**config.mk**
```make
export PLATFORM = sky130hd
export DESIGN_NAME = regfile_scoreboard
export DESIGN_NICKNAME = d
export VERILOG_FILES = /design/src/rtl/regfile_scoreboard.sv
export SDC_FILE = /design/constraint.sdc
export NUM_CORES = 1
export LEC_CHECK = 0
export BUFFER_PORTS_ARGS = -buffer_cell sky130_fd_sc_hd__buf_2
export CAP_MARGIN = 15
export CORE_MARGIN = 2
export CORE_UTILIZATION = 45
export CTS_BUF_LIST = sky130_fd_sc_hd__clkbuf_4 sky130_fd_sc_hd__clkbuf_8 sky130_fd_sc_hd__clkbuf_16
export CTS_CLUSTER_SIZE = 25
export DETAILED_ROUTE_END_ITERATION = 12
export PLACE_DENSITY = 0.66
export SLEW_MARGIN = 20
export SYNTH_ARGS = -nofsm -noshare
export SYNTH_HDL_FRONTEND = slang
export SYNTH_SLANG_ARGS = --single-unit
```
**constraint.sdc**
```tcl
create_clock -name clk -period 4.7 [get_ports clk]
set_clock_uncertainty 0.15 [all_clocks]
set_input_delay 0.705 -clock clk [delete_from_list [all_inputs] [get_ports clk]]
set_output_delay 0.705 -clock clk [all_outputs]
set_load 0.02 [all_outputs]
```
**src/rtl/regfile_scoreboard.sv**
```systemverilog
// regfile_scoreboard
//   Two-read / two-write register file with a per-register busy scoreboard,
//   used by the pipelined MIPS datapath. Decode reads operands and busy
//   status; writeback drives the two write ports and clears busy bits; issue
//   marks the destination of a newly issued instruction as busy.
//
// Parameters
//   DATA_W   register width in bits
//   ADDR_W   address width, NUM_REGS = 2**ADDR_W
//   ZERO_REG 1: register 0 reads 0, is never busy, ignores writes/issues
//   BYPASS   1: same-cycle write data is forwarded to the read ports
//
// Ports
//   clk                      rising-edge clock
//   rst                      asynchronous, active-low reset
//   ReadReg1/2, RegOut1/2    read addresses and combinational read data
//   Busy1/2                  combinational scoreboard status of ReadReg1/2
//   WriteReg1/2, WriteData1/2, WriteEnable1/2   write ports (port 2 wins)
//   IssueReg, IssueEnable    mark a destination register busy
//   PendingCount             registered popcount of the busy vector
module regfile_scoreboard #(
  parameter int DATA_W   = 16,
  parameter int ADDR_W   = 4,
  parameter bit ZERO_REG = 1'b1,
  parameter bit BYPASS   = 1'b1
) (
  input  logic              clk,
  input  logic              rst,
  input  logic [ADDR_W-1:0] ReadReg1,
  input  logic [ADDR_W-1:0] ReadReg2,
  output logic [DATA_W-1:0] RegOut1,
  output logic [DATA_W-1:0] RegOut2,
  output logic              Busy1,
  output logic              Busy2,
  input  logic [ADDR_W-1:0] WriteReg1,
  input  logic [ADDR_W-1:0] WriteReg2,
  input  logic [DATA_W-1:0] WriteData1,
  input  logic [DATA_W-1:0] WriteData2,
  input  logic              WriteEnable1,
  input  logic              WriteEnable2,
  input  logic [ADDR_W-1:0] IssueReg,
  input  logic              IssueEnable,
  output logic [ADDR_W:0]   PendingCount
);

  localparam int NUM_REGS = 2 ** ADDR_W;

  // Architectural state
  logic [DATA_W-1:0] regs_q [NUM_REGS];
  logic [DATA_W-1:0] regs_d [NUM_REGS];
  logic [NUM_REGS-1:0] busy_q;
  logic [NUM_REGS-1:0] busy_d;
  logic [ADDR_W:0]     pending_q;
  logic [ADDR_W:0]     pending_d;

  // Qualified write/issue strobes (address 0 is inert when ZERO_REG is set)
  logic we1_eff_s;
  logic we2_eff_s;
  logic issue_eff_s;

  // Read-side helpers
  logic rd1_zero_s;
  logic rd2_zero_s;
  logic hit11_s;   // write port 1 matches read port 1
  logic hit21_s;   // write port 2 matches read port 1
  logic hit12_s;   // write port 1 matches read port 2
  logic hit22_s;   // write port 2 matches read port 2

  // Number of set bits in the busy vector
  function automatic logic [ADDR_W:0] popcount(input logic [NUM_REGS-1:0] v);
    logic [ADDR_W:0] c;
    c = '0;
    for (int i = 0; i < NUM_REGS; i++) begin
      c = c + {{ADDR_W{1'b0}}, v[i]};
    end
    return c;
  endfunction

  // True when the address is the hardwired zero register
  function automatic logic is_zero_addr(input logic [ADDR_W-1:0] a);
    return ZERO_REG && (a == '0);
  endfunction

  assign we1_eff_s   = WriteEnable1 && !is_zero_addr(WriteReg1);
  assign we2_eff_s   = WriteEnable2 && !is_zero_addr(WriteReg2);
  assign issue_eff_s = IssueEnable  && !is_zero_addr(IssueReg);

  // Next-state: port 2 overrides port 1; an issue overrides a write's busy clear
  always_comb begin
    for (int i = 0; i < NUM_REGS; i++) begin
      regs_d[i] = (we2_eff_s && (WriteReg2 == ADDR_W'(i))) ? WriteData2 :
                  (we1_eff_s && (WriteReg1 == ADDR_W'(i))) ? WriteData1 :
                  regs_q[i];
      busy_d[i] = (issue_eff_s && (IssueReg == ADDR_W'(i))) ? 1'b1 :
                  ((we1_eff_s && (WriteReg1 == ADDR_W'(i))) ||
                   (we2_eff_s && (WriteReg2 == ADDR_W'(i)))) ? 1'b0 :
                  busy_q[i];
    end
    // Count follows the busy bits it describes at the same edge
    pending_d = popcount(busy_d);
  end

  // State registers with asynchronous clear
  always_ff @(posedge clk or negedge rst) begin
    if (!rst) begin
      for (int i = 0; i < NUM_REGS; i++) begin
        regs_q[i] <= '0;
      end
      busy_q    <= '0;
      pending_q <= '0;
    end else begin
      regs_q    <= regs_d;
      busy_q    <= busy_d;
      pending_q <= pending_d;
    end
  end

  // Bypass is gated by rst so reset hides in-flight writes from the readers
  assign hit11_s = BYPASS && rst && WriteEnable1 && (WriteReg1 == ReadReg1);
  assign hit21_s = BYPASS && rst && WriteEnable2 && (WriteReg2 == ReadReg1);
  assign hit12_s = BYPASS && rst && WriteEnable1 && (WriteReg1 == ReadReg2);
  assign hit22_s = BYPASS && rst && WriteEnable2 && (WriteReg2 == ReadReg2);

  assign rd1_zero_s = is_zero_addr(ReadReg1);
  assign rd2_zero_s = is_zero_addr(ReadReg2);

  assign RegOut1 = rd1_zero_s ? '0 :
                   hit21_s    ? WriteData2 :
                   hit11_s    ? WriteData1 :
                   regs_q[ReadReg1];
  assign RegOut2 = rd2_zero_s ? '0 :
                   hit22_s    ? WriteData2 :
                   hit12_s    ? WriteData1 :
                   regs_q[ReadReg2];

  // A write landing this cycle resolves the hazard early when bypassing
  assign Busy1 = !rd1_zero_s && busy_q[ReadReg1] && !(hit11_s || hit21_s);
  assign Busy2 = !rd2_zero_s && busy_q[ReadReg2] && !(hit12_s || hit22_s);

  assign PendingCount = pending_q;

endmodule

```
==> impl_metrics.tcl <==
set metrics [dict create \
    grt_start_max_net_pins 178 \
    clock-root-buffer "sky130_fd_sc_hd__clkbuf_16" \
    die_w_um 207 \
    synth_cell_area_sq_um 18500 \
    detailedRoute.firstIterationViolations 1589 \
    critical_path_fanouts_max 39 \
    power.density_nw_per_um2 430 \
    number_of_failing_hold_endpoints_at_the_final_stage 0 \
    worst_setup_hold_path_clk_slew_ps 60 \
    worstSetupStartpointType "primary input" \
    design.die.area_sq_um 42900 \
    synth_seq_area_share 0.374 \
    synth_fp_nets 1940 \
    drt_pass1_iterations 5 \
    tritoncts_clock_tree "done" \
    final_cell_count_no_fill 2409 \
    post_dp_cell_area_sq_um 19400 \
    total_via_count_in_the_routed_design 15000 \
    detail_route.wl_per_cell_um 25.5 \
    cp-end-kind "primary output" \
    routed_wirelength_um 61500 \
    floorplan.rows 74 \
    fillers 3679 \
    avgViaCountPerCell 6.22 \
    synthesis.yosys.warnings 0 \
    max_cap_violations 0 \
    required_worst_endpoint_ps 3850 \
    cts_htree_levels 1 \
    die-height_um 207 \
    r2r_slack_ps 890 \
    ios 96 \
    final_layout_size_suffix_gt1_frac 0.231 \
    yosys_register_bits 277 \
    cts_sinks 277 \
    slew_headroom 0.257 \
    area_delta_synth_final_pct 10.4 \
    final_critical_path_setup_slack_ps 217 \
    layout.nets 1922 \
    cts_max_path_buffers 3 \
    preCtsSetupSlack_ps -157 \
    antenna_violating_nets_post_route 0 \
    min_path_type "flop to flop" \
    postCtsSetupRepairBufs 0 \
    grt_pass1_vias 15000 \
    buffer_ports.inserted 95 \
    synth_cell_types 51 \
    grt_antenna_before_repair 3 \
    fmax_ghz 0.223 \
    worst_skew_pair_latency_ps 590 \
    timing.final.max_slew_violations 0 \
    leakage_uw 0.00879 \
    route.detailed.drc 0 \
    core-area_sq_um 40700 \
    postCtsResizedCells 0 \
    detailedPlacementHpwl_um 38900 \
    numCtsBuffers 31 \
    status "complete, no violations" \
    min_period_over_period 0.954 \
    timing.setup.critical_path_class "primary input to primary output" \
    worst-endpoint-arrival_ps 3630 \
    grt_util_all_layers 0.285 \
    grt_setup_unrepaired "no" \
    grt_pass1_wl_um 93900 \
    syn-mean-instance-area_sq_um 9.93 \
    async_sr_flop_fraction 1.00 \
    initial_core_utilization 0.455 \
    final_core_occ 0.503 \
    post_synth_inst_count 1868 \
    placed_cells 2348 \
    globalRouteOverflowTotal 0 \
    design_area_sq_um 20500 \
    peakVddDrop_uv 303 \
    fin_crit_period_ps 4480 \
    hold_buffers_post_cts 1 \
    synth_edf_count 0 \
    ys.flop_type "sky130_fd_sc_hd__dfrtp_1" \
    p_total_uw 8800 \
    finalSetupViolCount 0 \
    slew_worst_pin_ps 1110 \
    place.gp.congestion 0.902 \
]
[worst paths after layout]
check	start	end	cells after the start
worst max-delay path	rst	RegOut2[13]	9
max in group asynchronous	rst	regs_q[147]	4
worst max register to register	busy_q[15]	PendingCount[1]	12
worst min-delay path	regs_q[253]	regs_q[253]	0
min in group asynchronous	rst	busy_q[5]	2
worst min register to register	regs_q[253]	regs_q[253]	0
[power breakdown]
group	total [uW]	switching [uW]	internal (uW)	leakage (uW)
Clock	2600	1070	1530	0.000539
Combinational	2790	1410	1380	0.00496
Sequential	3410	435	2980	0.00330
[metal layers]
metal / routed length [um] / global-route usage / up-vias
li1: - / - / 6657
met1: 24700 / 0.372 / 7515
met2: 29600 / 0.467 / 655
met3: 4350 / 0.0449 / 163
met4: 2870 / 0.131 / 2
met5: 13 / 0 / -
[synth_stat cells, drive strengths merged (33+ instances only)]
master  number  area (sq um)
mux2        64           721
nor3        66           330
dfrtp      277          6930
nor4        34           228
mux2i      274          2740
nor2       258          1040
nand2       91           349
o22ai       33           206
buf         92           554
o21ai      129           646
a21oi      179           896
mux4       104          2340
clkbuf     141           536
[cells in the final DEF, fill, tap and decap left out, types with 32 or more instances in the layout]
cell and instances:
sky130_fd_sc_hd__a21oi_1 178, sky130_fd_sc_hd__buf_2 90, sky130_fd_sc_hd__buf_4 85, sky130_fd_sc_hd__dfrtp_1 277, sky130_fd_sc_hd__mux2_2 64, sky130_fd_sc_hd__mux2i_1 274
sky130_fd_sc_hd__mux4_2 104, sky130_fd_sc_hd__nand2_1 86, sky130_fd_sc_hd__nor2_1 249, sky130_fd_sc_hd__nor3_1 66, sky130_fd_sc_hd__nor4_1 32, sky130_fd_sc_hd__o21ai_0 113
sky130_fd_sc_hd__o22ai_1 33
[cell type report]
class / count / area, sq um / share of cell area
Multi-Input combinational cell: 1333 / 10500 / 0.511
Sequential cell: 277 / 6930 / 0.339
Timing Repair Buffer: 182 / 1210 / 0.0593
Clock buffer: 44 / 923 / 0.0451
Tap cell: 532 / 666 / 0.0325
Clock inverter: 14 / 170 / 0.00831
Inverter: 25 / 93.8 / 0.00458
Antenna cell: 2 / 5.00 / 0.000244
[sequential cells by signal, summed over array words and instances (netlist names)]
signal,flops
regs_q,256
busy_q,16
PendingCount,5
[critical path, cell delays in order]
cell	delay, ps
sky130_fd_sc_hd__dlygate4sd3_1	560
sky130_fd_sc_hd__buf_8	290
sky130_fd_sc_hd__nand2_1	200
sky130_fd_sc_hd__nor2_1	200
sky130_fd_sc_hd__and4_1	260
sky130_fd_sc_hd__buf_4	390
sky130_fd_sc_hd__nor3_1	100
sky130_fd_sc_hd__nor3_1	580
sky130_fd_sc_hd__buf_2	290
[logic make-up (layout without fill, tap and decap cells)]
kind of cell | after synthesis | count (layout) | synth area share
other | 0 | 2 | 0
multiplexers | 442 | 442 | 0.313
adder cells (fa/ha/maj) | 15 | 15 | 0.0142
flip-flops | 277 | 277 | 0.374
AO/OA/AOI/OAI | 360 | 360 | 0.103
XOR/XNOR | 18 | 18 | 0.00931
buffers and inverters | 258 | 265 | 0.0638
AND/OR/NAND/NOR | 498 | 498 | 0.123
[per-stage QoR]
step	TNS, ps	hold WS (ps)
finish	0	242
CTS	0	247
floorplan	-344	259
detailed placement	-482	234
global placement	-158	226
global route	0	258
(Power assumes the default switching activity.)
